`config.mk`:
```
export PLATFORM = sky130hd
export DESIGN_NAME = blink_scheduler
export DESIGN_NICKNAME = d
export VERILOG_FILES = /design/src/rtl/blink_scheduler.sv
export SDC_FILE = /design/constraint.sdc
export NUM_CORES = 1
export LEC_CHECK = 0
export CAP_MARGIN = 5
export CORE_MARGIN = 5
export CORE_UTILIZATION = 54
export DETAILED_ROUTE_END_ITERATION = 10
export GPL_TIMING_DRIVEN = 0
export PLACE_DENSITY = 0.75
export SLEW_MARGIN = 30
export SYNTH_ARGS = -nofsm -noshare
export SYNTH_HDL_FRONTEND = slang
export SYNTH_SLANG_ARGS = --single-unit
```
`constraint.sdc`:
```
create_clock -name clk -period 4.26 [get_ports clk]
set_input_delay 0.426 -clock clk [delete_from_list [all_inputs] [get_ports clk]]
set_output_delay 0.426 -clock clk [all_outputs]
set_load 0.1 [all_outputs]
```
`src/rtl/blink_scheduler.sv`:
```
// blink_scheduler
//   Programmable LED sequence controller. A 4-entry table of
//   (pattern, duration) steps is loaded over a valid/ready port while idle.
//   On start, the four steps are played in order on leds, once or looping.
//   Each step lasts max(dur,1) ticks, and one tick is TICK_CYCLES clocks.
//
// Ports
//   clk, rst     : system clock, asynchronous active-high reset
//   cfg_valid    : table write request
//   cfg_ready    : write accepted when high together with cfg_valid (IDLE only)
//   cfg_addr     : table entry index 0..3
//   cfg_pattern  : LED pattern for the entry
//   cfg_dur      : entry duration in ticks (0 behaves as 1)
//   start, stop  : level-sampled playback controls
//   loop         : repeat mode, captured when start is accepted
//   leds         : registered LED drive
//   busy         : high while playing
//   step         : index of the entry on display, 0 when idle
//   done         : one-cycle pulse when a one-shot sequence completes
module blink_scheduler #(
  parameter int CLK_FREQ = 25_000_000,
  parameter int TICK_HZ  = 1000
) (
  input  logic        clk,
  input  logic        rst,
  input  logic        cfg_valid,
  output logic        cfg_ready,
  input  logic [1:0]  cfg_addr,
  input  logic [7:0]  cfg_pattern,
  input  logic [15:0] cfg_dur,
  input  logic        start,
  input  logic        stop,
  input  logic        loop,
  output logic [7:0]  leds,
  output logic        busy,
  output logic [1:0]  step,
  output logic        done
);

  localparam int          TICK_CYCLES = CLK_FREQ / TICK_HZ;
  localparam logic [31:0] TICK_LAST   = 32'(TICK_CYCLES - 1);

  typedef enum logic {IDLE, RUN} state_t;

  state_t       state_reg;
  logic [7:0]   leds_reg;
  logic         busy_reg;
  logic [1:0]   step_reg;
  logic         done_reg;
  logic         loop_reg;
  logic [31:0]  presc_reg;
  logic [15:0]  tick_cnt_reg;

  // Table is kept in flops (not RAM) because reset must clear it.
  logic [3:0][7:0]  pattern_tbl;
  logic [3:0][15:0] dur_tbl;

  logic cfg_write;

  // A pending start or stop blocks writes so the table cannot change under
  // the edge that loads pattern[0].
  assign cfg_ready = (state_reg == IDLE) && !start && !stop;
  assign cfg_write = cfg_valid && cfg_ready;

  genvar gi;
  generate
    for (gi = 0; gi < 4; gi++) begin : g_entry
      logic [7:0]  pattern_reg;
      logic [15:0] dur_reg;

      always_ff @(posedge clk or posedge rst) begin
        if (rst) begin
          pattern_reg <= '0;
          dur_reg     <= '0;
        end else if (cfg_write && (cfg_addr == 2'(gi))) begin
          pattern_reg <= cfg_pattern;
          dur_reg     <= cfg_dur;
        end
      end

      assign pattern_tbl[gi] = pattern_reg;
      assign dur_tbl[gi]     = dur_reg;
    end
  endgenerate

  // Current step length in ticks, with zero promoted to one.
  logic [15:0] cur_dur;
  logic [15:0] dur_eff;
  logic        tick;
  logic        step_end;

  assign cur_dur  = dur_tbl[step_reg];
  assign dur_eff  = (cur_dur == 16'd0) ? 16'd1 : cur_dur;
  assign tick     = (presc_reg == TICK_LAST);
  // The step ends on the edge where the tick counter would reach dur_eff.
  assign step_end = tick && (({1'b0, tick_cnt_reg} + 17'd1) >= {1'b0, dur_eff});

  always_ff @(posedge clk or posedge rst) begin
    if (rst) begin
      state_reg    <= IDLE;
      leds_reg     <= '0;
      busy_reg     <= 1'b0;
      step_reg     <= '0;
      done_reg     <= 1'b0;
      loop_reg     <= 1'b0;
      presc_reg    <= '0;
      tick_cnt_reg <= '0;
    end else begin
      done_reg <= 1'b0;
      case (state_reg)
        IDLE: begin
          leds_reg <= '0;
          busy_reg <= 1'b0;
          step_reg <= '0;
          if (start && !stop) begin
            state_reg    <= RUN;
            busy_reg     <= 1'b1;
            leds_reg     <= pattern_tbl[0];
            loop_reg     <= loop;
            presc_reg    <= '0;
            tick_cnt_reg <= '0;
          end
        end

        RUN: begin
          if (stop) begin
            // Abort wins over a simultaneous step end.
            state_reg <= IDLE;
            leds_reg  <= '0;
            busy_reg  <= 1'b0;
            step_reg  <= '0;
          end else if (step_end) begin
            presc_reg    <= '0;
            tick_cnt_reg <= '0;
            if (step_reg != 2'd3) begin
              step_reg <= step_reg + 2'd1;
              leds_reg <= pattern_tbl[step_reg + 2'd1];
            end else if (loop_reg) begin
              step_reg <= '0;
              leds_reg <= pattern_tbl[0];
            end else begin
              state_reg <= IDLE;
              leds_reg  <= '0;
              busy_reg  <= 1'b0;
              step_reg  <= '0;
              done_reg  <= 1'b1;
            end
          end else if (tick) begin
            presc_reg    <= '0;
            tick_cnt_reg <= tick_cnt_reg + 16'd1;
          end else begin
            presc_reg <= presc_reg + 32'd1;
          end
        end

        default: state_reg <= IDLE;
      endcase
    end
  end

  assign leds = leds_reg;
  assign busy = busy_reg;
  assign step = step_reg;
  assign done = done_reg;

endmodule

```
### Word level (Yosys, flattened, before mapping)

Cells that the tools add are included.

| cells by class | value |
|---|---|
| add/subtract/negate cells | 4 |
| order comparisons | 3 |
| eq/ne operators | 11 |
| multiplexer cells | 41 |
| bitwise gates (word level) | 1 |
| reductions and logical operators | 17 |

Operator list:

| kind | number |
|---|---|
| $mux 32 | 4 |
| $mux 16 | 6 |
| $pmux 32 s2 | 1 |
| $mux 8 | 6 |
| $add 32x1->32 const B | 1 |
| $bmux 16 s2 | 1 |
| $eq 32x15->1 const B | 1 |
| $pmux 16 s2 | 1 |
| $add 16x1->17 const B | 1 |
| $ge 17x16->1 | 1 |
| $add 16x1->16 const B | 1 |
| $bmux 8 s2 | 1 |
| $logic_not 16->1 | 1 |
| $pmux 8 s2 | 1 |
| $mux 1 | 14 |
| $logic_and 1x1->1 | 9 |
| $lt 2x3->1 const B | 2 |
| $mux 2 | 3 |
| $ne 3x3->1 const B | 2 |
| $reduce_and 3->1 | 2 |
| $eq 2x2->1 const B | 2 |
| $ne 2x2->1 const B | 2 |
| $pmux 1 s2 | 2 |
| $pmux 2 s2 | 1 |
| 9 further kinds | 11 |

| storage, ports and cells | value |
|---|---|
| flip-flop bits (word level) | 158 |
| bits of input ports | 32 |
| output and inout bits | 13 |
| word-level logic and storage cells | 93 |

### Longest topological paths before layout

Gate-level depths: netlist of the first run.

| logic depth | value |
|---|---|
| word-level depth | 9 |
| gate-level depth with buffers | 14 |

### Worst setup path before layout of the first run

OpenSTA, ideal clock, no wires.

| timing | value |
|---|---|
| path kind | flip-flop to flip-flop |
| from | register step_reg[0] (netlist: step[0]) |
| to | register leds_reg[1] (netlist: leds[1]) |
| setup time | 130 ps |
| arrival | 3,910 ps |
| data required time | 4,130 ps |
| slack | 220 ps |
| cell stages (with the launch flop) | 14 |
| path buffers | 3 |
| period minus slack after synthesis | 4,040 ps |
| cell sequence | dfrtp_1 buf_2 buf_2 mux4_2 nor4_1 a31o_2 ha_1 nor2b_1 o22ai_1 nor4bb_1 o211a_1 buf_2 o21ai_4 a2bb2oi_1 |

| on the way | value |
|---|---|
| cells in the longest elaborated chain, start to end | 7 |
| elaborated cells between the ends (all ways) | 15 |

RTL lines:

| what | line | source |
|---|---|---|
| start: declaration | 48 | `logic [1:0] step_reg;` |
| start signal: assignment | 136 | `step_reg <= step_reg + 2'd1;` |
| $bmux 16 s2 or $add 2x1->2 (tied branches) | 92, 137 |  |
| $mux 16 (implied by the code) or $bmux 8 s2 (tied branches) | 92, 137 |  |
| $logic_not 16->1 or $mux 8 (tied branches) | 93, 137 |  |
| $mux 16 or $mux 8 (tied branches) | 93, 135 |  |
| $ge 17x16->1 or $mux 8 (tied branches) | 96, 132 |  |
| $logic_and 1x1->1 or $mux 8 (tied branches) | 96, 126 |  |
| $ne 3x2->1 (no source line) or $pmux 8 s2 (tied branches) | - |  |
| end signal: assignment | 118 | `leds_reg <= pattern_tbl[0];` |
| end signal: assignment | 137 | `leds_reg <= pattern_tbl[step_reg + 2'd1];` |
| end signal: assignment | 140 | `leds_reg <= pattern_tbl[0];` |
| end: declaration | 46 | `logic [7:0] leds_reg;` |

Several ways; a longest one is shown, not always the timed one. The select of a mux whose other input is x is not followed.
A chain may end at the register's enable or synchronous reset.

### Worst setup path in the final report of the first run

| timing | value |
|---|---|
| from | register step_reg[0] (netlist: step[0]) |
| to | register leds_reg[7] (netlist: leds[7]) |

The elaborated chain is that of the path after synthesis.

==> qor.yml, run 1 <==
placed_design:
  io_buffer_count: 44
  gp_congestion: 0.964
  dp_hpwl_mm: 13.6
  place_ws_ns: 0.00166
logic_synthesis:
  synth.net_count: 735
  synth-async-reset-ratio_pct: 100
  synth.avg_cell_area_sq_um: 11.9
  yosysWarnings: 0
  synth_edf_count: 0
  syn_area_sq_um: 8160
  ys_seq_elements: 158
  yosysUniqueCellTypes: 54
  synthFlopType: "dfrtp_1"
  ys_seq_area_share_pct: 48.5
  postSynthCellCount: 684
power_and_ir_drop:
  pwr-share-comb_pct: 17.5
  p_seq_share_pct: 46.3
  power_frac_clock_pct: 36.2
  p_int_mw: 2.96
  power.switching_mw: 1.12
  powerDensity_nw_per_um2: 427
  ir_worst_vdd_uv: 377
  power_mw: 4.08
  netSwitchingFraction_pct: 27.5
  p_leak_nw: 4.14
setup_path:
  max_stage_delay_ns: 0.59
  critical_path_class: "flip-flop to flip-flop"
  cp_num_buf_inv: 3
  cp_top_family: "buffers and inverters"
  cp_max_fo: 10
  critical_path.slowest_cell: "mux4_2"
  crit_path_end_kind: "flip-flop"
  start_kind: "flip-flop"
  r2r_end: "leds[7]"
  reg2reg_depth: 13
  crit_required_ns: 4.56
  regToRegSetupSlack_ns: 0.28
  worstPathArrival_ns: 4.28
  r2r-start: "step[0]"
  cpMostUsedCell: "buf_2"
  crit_chain: "buf_2, clkbuf_4, mux4_2, nor4_1, a31o_2, ha_1, nor2b_1, o22ai_1, nor4bb_2, o211a_1, buf_2, o21ai_4, a2bb2oi_1"
floorplan:
  io_pins: 45
  die_area_sq_um: 17700
  initial_core_util_pct: 54.2
  coreArea_sq_um: 15000
  die-height_microns: 133
  rows: 45
  die_x_microns: 133
timing:
  holdWs_ns: 0.321
  fin_crit_ns: 3.98
  setup_tns_ns: 0
  setup_viol: 0
  fin_skew_ns: 0.0119
  period_share_pct: 93.3
  relSlewSlack_pct: 34.6
  finalHoldViolations: 0
  maxSlewViolCount: 0
  worst_pin_slew_ns: 0.978
  rsz0062_at_grt: "false"
  max_clock_freq_mhz: 252
  setup_ws_ns: 0.285
routing:
  drt_wl_total_mm: 19.2
  firstDrtPassIters: 5
  drc: 0
  wl_per_cell_microns: 20.1
  detail-route-antenna-nets: 0
  viasPerCell: 6.12
  vias: 5835
  drt_iter0_drc: 531
final_layout:
  multiInputGateArea_sq_um: 3950
  ff_latch_area_sq_um: 3950
  drive_gt1_share_pct: 26.0
  layout-area-overhead-vs-synth_pct: 17.1
  fill_cells: 1120
  final_nets: 804
  fin_util_pct: 63.5
  mostFrequentLayoutCells: "158 x dfrtp_1, 98 x mux2_2, 56 x nand2_1"
  num_antenna_cells: 0
  layout_commonest_cell: "dfrtp_1"
  largest_reg_flops: 64
grt:
  grt_pass1_vias: 6255
  globalRouteTotalUtil_pct: 23.1
  antenna_found_initial: 0
  grt_start_max_net_pins: 30
  grt_overflow: 0
  grt_pass1_wl_mm: 32.5
hold_path:
  min_path_type: "primary input to async pin"
clock_tree:
  cts_tree: "built"
  cts_root_buf: "clkbuf_16"
  clk_pin_slew_worst_paths_ns: 0.06
  h-tree-depth: 4
  numCtsBuffers: 17
  cts_buffer_depth: 2
  postCtsHoldBufs: 0
  cts_sinks: 158
  cts_setup_buffers: 0
  insertion_delay_ns: 0.43
status:
  status: "finished clean"
run:
  cap_violations: 0
==> worst max path at each step <==
stage | start | end | slack [ns] | cells past startpoint
after global routing | step[0] | leds[2] | 0.01 | 13
final | step[0] | leds[7] | 0.28 | 13
after detailed placement | step[1] | leds[7] | 0.002 | 13
after global placement | step[1] | leds[3] | 0.07 | 13
after CTS | step[0] | leds[7] | 0.1 | 13
after floorplan | step[0] | leds[1] | 0.22 | 13
==> cell usage after synthesis (9+ instances only) <==
master | n | area [sq um]
dfrtp_1 | 158 | 3950
mux2_2 | 98 | 1100
nand2_1 | 56 | 210
nand3_1 | 36 | 180
o21ai_0 | 35 | 175
mux4_2 | 24 | 541
nor2_1 | 21 | 78.8
ha_1 | 19 | 238
inv_1 | 19 | 71.3
nand4_1 | 18 | 113
buf_2 | 13 | 65.1
clkbuf_1 | 13 | 48.8
nor2b_1 | 13 | 81.3
o31ai_1 | 13 | 97.6
xnor2_1 | 12 | 105
nor4_1 | 11 | 68.8
xor2_1 | 11 | 96.3
a21oi_1 | 9 | 45.0
a2bb2oi_1 | 9 | 78.8
==> power groups by stage <==
stage	registers, mW	clock network (mW)	logic, mW
2_1_floorplan	1.93	0	0.469
3_3_place_gp	1.89	0	0.663
3_5_place_dp	1.91	0	0.712
4_1_cts	1.89	1.50	0.718
5_1_grt	1.92	1.57	0.780
6_report	1.89	1.47	0.715
==> cell families (layout without fill, tap and decap cells) <==
logic type | count (synthesis) | in the layout | share of synthesized area [%]
AO/OA/AOI/OAI | 105 | 105 | 8.73
buffers and inverters | 54 | 135 | 3.19
multiplexers | 122 | 122 | 20.2
adder cells (fa/ha/maj) | 19 | 19 | 2.92
AND/OR/NAND/NOR | 203 | 203 | 14.1
XOR/XNOR | 23 | 23 | 2.47
flip-flops | 158 | 158 | 48.5
==> metrics by stage <==
stage          cells  area, sq um
6_report         953         9550
5_1_grt          953         9550
4_1_cts          953         9540
3_5_place_dp     922         8970
3_3_place_gp     916         8830
2_1_floorplan    684         8160
==> area by class of cell <==
class / count / share of cell area, %
clock inverter: 13 / 1.38
tap: 188 / 2.46
timing repair buffer: 50 / 6.03
inverter: 19 / 0.786
buffer: 35 / 2.02
multi-input combinational: 472 / 41.3
sequential: 158 / 41.4
clock buffer: 18 / 4.60
==> per-layer routing <==
layer  part of all wire [%]  track usage [%]  vias up
met4                    1.6             7.56        0
li1                       -                -     2696
met5                      0                0        -
met3                    4.7             4.79       25
met2                     50             38.0      166
met1                     44             30.9     2948
==> what timing repair did <==
action	CTS	global route
pin swaps	0	0
setup endpoints to repair	5	22
gates resized for setup	1	2
hold endpoints to repair	0	0
Note: power is estimated with default switching activity, not from simulation.
==> run 2, diff against run 1 <==
--- a/config.mk
+++ b/config.mk
@@ -11,6 +11,7 @@
 export DETAILED_ROUTE_END_ITERATION = 10
 export GPL_TIMING_DRIVEN = 0
 export PLACE_DENSITY = 0.75
+export SETUP_SLACK_MARGIN = 0.15
 export SLEW_MARGIN = 30
 export SYNTH_ARGS = -nofsm -noshare
 export SYNTH_HDL_FRONTEND = slang
==> run 2 against run 1 <==
Total power is essentially flat. Clock power barely moved. Utilization increased by 0.067 points. Clock skew about the same. Largest power group unchanged.
==> qor.yml, run 2 (synthesis gave the netlist of run 1 again) <==
status:
  status: "finished clean"
setup_path:
  cp_max_fo: 10
  max_stage_delay_ns: 0.56
  crit_chain: "clkbuf_4, clkbuf_4, mux4_2, nor4_1, a31o_2, ha_1, nor2b_1, o22ai_1, nor4bb_2, o211a_1, buf_2, o21ai_4, a2bb2oi_1"
  cp_num_buf_inv: 3
  crit_required_ns: 4.56
  worstPathArrival_ns: 4.14
  regToRegSetupSlack_ns: 0.42
  start_kind: "flip-flop"
  crit_path_end_kind: "flip-flop"
  cpMostUsedCell: "clkbuf_4"
  critical_path_class: "flip-flop to flip-flop"
  critical_path.slowest_cell: "mux4_2"
  cp_top_family: "buffers and inverters"
placed_design:
  gp_congestion: 0.964
  io_buffer_count: 44
  place_ws_ns: 0.00166
  dp_hpwl_mm: 13.6
  dp_cells: 922
  placed_area_sq_um: 8970
final_layout:
  layout_commonest_cell: "dfrtp_1"
  fin_util_pct: 63.6
  num_antenna_cells: 0
  layout-area-overhead-vs-synth_pct: 17.2
  final_nets: 804
  mostFrequentLayoutCells: "158 x dfrtp_1, 98 x mux2_2, 56 x nand2_1"
  final_area_sq_um: 9560
  drive_gt1_share_pct: 26.1
  finalNonFillerCells: 953
  largest_reg_flops: 64
  fill_cells: 1121
clock_tree:
  cts_buffer_depth: 2
  cts_setup_buffers: 0
  cts_tree: "built"
  cts_sinks: 158
  postCtsHoldBufs: 0
  insertion_delay_ns: 0.43
  cts_root_buf: "clkbuf_16"
  clk_pin_slew_worst_paths_ns: 0.07
  numCtsBuffers: 17
  h-tree-depth: 4
routing:
  wl_per_cell_microns: 20.2
  viasPerCell: 6.16
  vias: 5871
  detail-route-antenna-nets: 0
  drt_wl_total_mm: 19.2
  drt_iter0_drc: 523
  drc: 0
  firstDrtPassIters: 5
floorplan:
  die_area_sq_um: 17700
  die-height_microns: 133
  coreArea_sq_um: 15000
  io_pins: 45
  rows: 45
  initial_core_util_pct: 54.2
  die_x_microns: 133
grt:
  grt-busiest-layer: "met2"
  grt_start_max_net_pins: 30
  globalRouteTotalUtil_pct: 23.1
  grt_pass1_wl_mm: 32.5
  met1_usage_pct: 30.9
  grt.met2_usage_pct: 38.0
  use_met3_pct: 4.79
  grt_overflow: 0
  grt_pass1_vias: 6255
  antenna_found_initial: 0
timing:
  setup_tns_ns: 0
  relSlewSlack_pct: 34.6
  rsz0062_at_grt: "false"
  max_clock_freq_mhz: 261
  fin_skew_ns: 0.0120
  holdWs_ns: 0.320
  fin_crit_ns: 3.84
  setup_ws_ns: 0.424
  period_share_pct: 90.1
  maxSlewViolCount: 0
  setup_viol: 0
  finalHoldViolations: 0
  worst_pin_slew_ns: 0.978
power_and_ir_drop:
  p_leak_nw: 4.14
  powerDensity_nw_per_um2: 427
  ir_worst_vdd_uv: 375
  power_mw: 4.08
hold_path:
  min_path_type: "primary input to async pin"
run:
  cap_violations: 0
[run 2: cell types whose count changed in the layout (fill, tap and decap cells not counted), sizes merged]
cell,delta
buf,-1
clkbuf,+1
[run 2: routing by layer]
metal	up-vias	share of wire, %
li1	2696	-
met1	2953	44
met2	197	50
met3	25	4.6
met4	0	1.6
met5	-	0
[run 2: report_power, final]
group	internal (mW)	switching, mW	total (mW)
logic	0.377	0.339	0.715
clock network	0.830	0.646	1.48
registers	1.75	0.138	1.89
[run 2: area by class of cell]
class / instances / area, sq um / area share (%)
Sequential cell: 158 / 3950 / 41.4
Multi-Input combinational cell: 472 / 3950 / 41.3
Timing Repair Buffer: 50 / 576 / 6.02
Clock buffer: 18 / 439 / 4.59
Buffer: 35 / 203 / 2.12
Clock inverter: 13 / 131 / 1.37
Tap cell: 188 / 235 / 2.46
Inverter: 19 / 75.1 / 0.785
[run 2: final timing paths]
path                                         end  cells past startpoint                   from
setup / recovery                         leds[7]                     13                step[0]
hold / removal                           leds[3]                      2                    rst
setup reg to reg                         leds[7]                     13                step[0]
hold reg to reg            g_entry[3].dur_reg[9]                      1  g_entry[3].dur_reg[9]
max in group asynchronous        tick_cnt_reg[9]                      5                    rst
min in group clk           g_entry[3].dur_reg[9]                      1  g_entry[3].dur_reg[9]
[run 2: what timing repair did]
action	CTS	global route
setup endpoints to repair	18	29
gates resized for setup	2	6
gates cloned	0	0
